$ cat config.mk
export PLATFORM = sky130hd
export DESIGN_NAME = delay_sequencer
export DESIGN_NICKNAME = d
export VERILOG_FILES = /design/src/rtl/delay_sequencer_pkg.sv /design/src/rtl/delay_stepper.sv /design/src/rtl/delay_sequencer.sv
export SDC_FILE = /design/constraint.sdc
export NUM_CORES = 1
export LEC_CHECK = 0
export CAP_MARGIN = 0
export CORE_MARGIN = 3
export CORE_UTILIZATION = 55
export CTS_CLUSTER_SIZE = 28
export DETAILED_ROUTE_END_ITERATION = 12
export PLACE_DENSITY = 0.84
export SYNTH_ARGS = -nofsm -noshare
export SYNTH_HDL_FRONTEND = slang
export SYNTH_SLANG_ARGS = --single-unit
$ cat constraint.sdc
create_clock -name clk_i -period 3 [get_ports clk_i]
set_input_delay 0.6 -clock clk_i [delete_from_list [all_inputs] [get_ports clk_i]]
set_output_delay 0.6 -clock clk_i [all_outputs]
set_load 0.03 [all_outputs]
$ cat src/rtl/delay_sequencer_pkg.sv
// Shared types and constants for the delay sequencer.
// Build option DELAY_SEQUENCER_RAMP_EN selects stepped ramping in delay_stepper.
package delay_sequencer_pkg;

  typedef enum logic [1:0] {
    IDLE   = 2'd0,
    RAMP   = 2'd1,
    SETTLE = 2'd2
  } dseq_state_t;

  localparam int DSEQ_CNT_W = 8;

endpackage

$ cat src/rtl/delay_stepper.sv
// Combinational next-delay computation for the delay sequencer.
// DELAY_SEQUENCER_RAMP_EN defined: step by at most STEP_SIZE; undefined: jump straight to target.
module delay_stepper #(
  parameter int W         = 15,
  parameter int STEP_SIZE = 16
) (
  input  logic [W-1:0] cur_delay,
  input  logic [W-1:0] target,
  output logic [W-1:0] next_delay,
  output logic         at_target
);

`ifdef DELAY_SEQUENCER_RAMP_EN
  localparam logic signed [W:0] STEP_POS = (W+1)'(STEP_SIZE);
  localparam logic signed [W:0] STEP_NEG = -STEP_POS;

  logic signed [W:0] diff;

  // One extra bit keeps the signed difference exact across the full unsigned range.
  always_comb begin
    diff = $signed({1'b0, target}) - $signed({1'b0, cur_delay});
    if (diff > STEP_POS) begin
      next_delay = cur_delay + W'(STEP_SIZE);
    end else if (diff < STEP_NEG) begin
      next_delay = cur_delay - W'(STEP_SIZE);
    end else begin
      next_delay = target;
    end
    at_target = (next_delay == target);
  end
`else
  logic unused_inputs;

  assign unused_inputs = ^{cur_delay, 32'(STEP_SIZE)};
  assign next_delay    = target;
  assign at_target     = 1'b1;
`endif

endmodule

$ cat src/rtl/delay_sequencer.sv
// Ramps the datapath delay toward accepted targets on sample strobes, then reports settled.
// Ramp shape is chosen by DELAY_SEQUENCER_RAMP_EN (see delay_stepper).
import delay_sequencer_pkg::*;

module delay_sequencer #(
  parameter int LOG2_MAX_DELAY = 15,
  parameter int MIN_DELAY      = 1,
  parameter int RESET_DELAY    = 1,
  parameter int STEP_SIZE      = 16,
  parameter int SETTLE_SAMPLES = 4
) (
  input  logic                      clk_i,
  input  logic                      rst_i,
  input  logic [LOG2_MAX_DELAY-1:0] target_i,
  input  logic                      target_valid_i,
  output logic                      target_ready_o,
  input  logic                      sample_valid_i,
  output logic [LOG2_MAX_DELAY-1:0] delay_o,
  output logic                      busy_o,
  output logic                      settled_o,
  output logic                      clamped_o
);

  localparam int W = LOG2_MAX_DELAY;
  localparam logic [W-1:0]          MIN_D    = W'(MIN_DELAY);
  localparam logic [W-1:0]          RESET_D  = W'(RESET_DELAY);
  localparam logic [DSEQ_CNT_W-1:0] SETTLE_N = DSEQ_CNT_W'(SETTLE_SAMPLES);

  dseq_state_t           state_q, state_d;
  logic [W-1:0]          delay_q, delay_d;
  logic [W-1:0]          target_q, target_d;
  logic [DSEQ_CNT_W-1:0] cnt_q, cnt_d;
  logic                  settled_q, settled_d;
  logic                  busy_q, clamped_q;

  logic                  accept;
  logic                  below_min;
  logic [W-1:0]          target_c;
  logic [W-1:0]          step_next;
  logic                  step_at_target;

  assign target_ready_o = !rst_i && (state_q != RAMP);
  assign accept         = target_valid_i && target_ready_o;
  assign below_min      = (target_i < MIN_D);
  assign target_c       = below_min ? MIN_D : target_i;

  delay_stepper #(
    .W         (W),
    .STEP_SIZE (STEP_SIZE)
  ) u_stepper (
    .cur_delay  (delay_q),
    .target     (target_q),
    .next_delay (step_next),
    .at_target  (step_at_target)
  );

  always_comb begin
    state_d   = state_q;
    delay_d   = delay_q;
    target_d  = target_q;
    cnt_d     = cnt_q;
    settled_d = settled_q;
    case (state_q)
      IDLE: begin
        if (accept && (target_c != delay_q)) begin
          target_d  = target_c;
          settled_d = 1'b0;
          state_d   = RAMP;
        end
      end
      RAMP: begin
        if (sample_valid_i) begin
          delay_d = step_next;
          if (step_at_target) begin
            cnt_d   = SETTLE_N;
            state_d = SETTLE;
          end
        end
      end
      SETTLE: begin
        // A new target takes priority over a coincident strobe.
        if (accept) begin
          if (target_c != delay_q) begin
            target_d = target_c;
            state_d  = RAMP;
          end else begin
            cnt_d = SETTLE_N;
          end
        end else if (sample_valid_i) begin
          if (cnt_q <= DSEQ_CNT_W'(1)) begin
            cnt_d     = '0;
            settled_d = 1'b1;
            state_d   = IDLE;
          end else begin
            cnt_d = cnt_q - DSEQ_CNT_W'(1);
          end
        end
      end
      default: state_d = IDLE;
    endcase
  end

  always_ff @(posedge clk_i) begin
    if (rst_i) begin
      state_q   <= IDLE;
      delay_q   <= RESET_D;
      target_q  <= RESET_D;
      cnt_q     <= '0;
      settled_q <= 1'b1;
      busy_q    <= 1'b0;
      clamped_q <= 1'b0;
    end else begin
      state_q   <= state_d;
      delay_q   <= delay_d;
      target_q  <= target_d;
      cnt_q     <= cnt_d;
      settled_q <= settled_d;
      busy_q    <= (state_d != IDLE);
      clamped_q <= accept && below_min;
    end
  end

  assign delay_o   = delay_q;
  assign busy_o    = busy_q;
  assign settled_o = settled_q;
  assign clamped_o = clamped_q;

endmodule

==> reports/metrics.cfg <==
[clocking]
cts_setup_buffers = 0
numCtsBuffers = 5
clkSlewWorstSetupHoldPaths_ns = 0.12
worstSkewPairLatency_ns = 0.36
cts_tree = yes
hold_buffers = 0
cts-root-buf = clkbuf_4
post_cts_resized = 0
cts_num_sinks = 43
htree_levels = 2
cts_buffer_depth = 2

[global_routing]
grt_max_degree = 24
busiest_layer = met2
use_met2 = 0.365
grt_usage = 0.227
grtUsageMet3 = 0.0459
use_met1 = 0.301
grt_pass1_vias = 1665
overflow = 0
antenna_found_initial = 0
grt_pass1_wl_mm = 7.63

[worst_setup_path]
startpoint = target_i[14]
slowest_delay_ns = 0.51
cp.arrival_ns = 2.94
r2r-end = cnt_q[4]
path_cells = clkdlybuf4s50_1, nor4_1, a41oi_1, xor2_1, a211oi_2, buf_4, mux2i_1, nor2_1
end_kind = flop
cp-start-kind = input pin
worst-setup-path-type = input pin to flop
regToRegSetupSlack_ns = 0.78
cpMaxStageDelayCell = clkdlybuf4s50_1
required_ns = 3.25
crit_fanout = 11
crit_path_end = target_q[8]
r2r_start = state_q[0]
reg2reg_depth = 6

[drt]
firstDrtPassIters = 4
ant_nets = 0
detail_route.wl_per_cell_um = 14.1
viasPerCell = 5.52
vias = 1794
drcViolationCount = 0
wl_mm = 4.59
drtIter0Drc = 160

[logic_synthesis]
synthDistinctLibCells = 35
ys_ff_latch = 43
ys_warn_count = 0
netlist_instances = 237
async_flop_share = 0
synth-seq-area-share = 0.434
yosysTopAreaCell = dfxtp_1
ys_top_cells_by_area = dfxtp_1, mux2i_1, nand2_1, xnor2_1, a21oi_1
syn_nets = 258
synth_area_per_cell_um2 = 8.37
synth_ff_type = dfxtp_1
syn_area_um2 = 1980
synth_enable_flop_cells = 0
synth_common_cells = dfxtp_1, nand2_1, a21oi_1, nor2_1, mux2i_1
yosysMostFrequentCell = dfxtp_1
yosysTopAreaCellShare = 0.434

[die]
die_h_um = 66.1
die_w_um = 66.1
core_area_um2 = 3420
fp-row-count = 21
initial_core_util = 0.581
top_level_ports = 38
die_area_um2 = 4360

[place]
post-dp-hpwl_mm = 3.36
gp_congestion = 0.860
dpl-instance-area_um2 = 2410
port_buffers = 37

[sta]
hold_viol = 0
max_freq_ghz = 0.373
clock-skew-final_ns = 0.0115
fin_crit_sh = 0.895
finalSetupViolCount = 0
worst_pin_slew_ns = 0.579
rsz0062_at_grt = no
holdWs_ns = 0.457
period_needed_ns = 2.68
maxSlewViolCount = 0
relSlewSlack = 0.614

[hold_path]
worstHoldStart = target_q[1]
hp-class = flop to flop

[finish]
seqCellArea_um2 = 861
fin_area_um2 = 2460
multi_input_area_um2 = 1040
fill_cells = 275
antennaDiodeCount = 0
num-nets-final = 299
drive_gt1_frac = 0.0573
area_growth_syn_to_layout_pct = 24.0

[power_and_ir_drop]
peakVddDrop_uv = 374
finalPower_mw = 1.02
leakagePower_nw = 0.855
pwr_density_cell_nw_per_um2 = 415

[outcome]
outcome = finished, final reports clean

[run]
drv_cap = 0

[kinds of logic (layout without fill, tap and decap cells)]
group,count (synthesis),after routing,share of synthesized area
buffers and inverters,16,58,0.0429
AOI/OAI and AO/OA,47,47,0.144
DFF,43,43,0.434
muxes,15,15,0.0757
xor gates and xnor gates,15,15,0.0662
adders and majority gates,2,2,0.0126
and+or+nand+nor,99,99,0.225
[state kept, by name, summed over array words and instances, names as in the netlist]
register	cells
delay_o	15
target_q	15
cnt_q	8
state_q	2
busy_o	1
clamped_o	1
settled_o	1
[cell type report]
cell class                      instances  share of cell area
Inverter                                5             0.00763
Sequential cell                        43               0.350
Multi-Input combinational cell        178               0.422
Timing Repair Buffer                   45               0.175
Tap cell                               46              0.0234
Clock inverter                          2             0.00509
Clock buffer                            6              0.0168
[routing by layer]
metal / wire, um / up-vias
met1: 2160 / 839
met3: 186 / 7
li1: - / 901
met2: 2170 / 47
met5: 0 / -
met4: 61 / 0
[power breakdown]
group | total, mW | internal (mW) | switching (mW)
combinational | 0.142 | 0.0669 | 0.0756
clock | 0.280 | 0.0906 | 0.190
sequential | 0.598 | 0.587 | 0.0111
total | 1.02 | 0.745 | 0.277
[cell usage in the layout, fill, tap and decap left out, types with 3 or more instances in the layout]
cell type,netlist,routed
nand4_1,3,3
inv_1,5,5
nand2b_1,3,3
buf_4,0,8
nand3_1,5,5
nor4_1,5,5
a31oi_1,3,3
a21oi_1,24,24
dfxtp_1,43,43
nor2b_1,3,3
nand2_1,39,39
xnor2_1,14,14
clkbuf_4,0,5
a21o_1,3,3
nor3_1,9,9
nor2_1,24,24
o21ai_0,7,7
clkdlybuf4s50_1,0,37
and2_1,3,3
mux2i_1,15,15
[stage by stage]
step            util  std cells  TNS [ns]  setup WS (ns)
2_1_floorplan      -        237         0          0.747
3_5_place_dp   0.704        317    -0.535        -0.0590
6_report       0.720        325         0          0.316
4_1_cts        0.720        325         0          0.323
5_1_grt        0.720        325         0          0.198
3_3_place_gp   0.704        317         0          0.111
[how the worst min path moves through the flow]
stage                             end  slack (ns)  cells past startpoint
after global routing      delay_o[13]        0.49                      2
final                      delay_o[1]        0.46                      2
after global placement     delay_o[4]        0.44                      2
after floorplan           delay_o[10]        0.43                      2
after CTS                 delay_o[14]        0.46                      2
after detailed placement   delay_o[1]        0.44                      2
[critical path: cells and delay by family]
| family | cells | cell delay [ns] |
|---|---|---|
| AOI/OAI and AO/OA | 2 | 0.60 |
| muxes | 1 | 0.20 |
| and+or+nand+nor | 2 | 0.53 |
| xor gates and xnor gates | 1 | 0.25 |
| buffers and inverters | 2 | 0.75 |
Note: power is estimated with default switching activity, not from simulation.
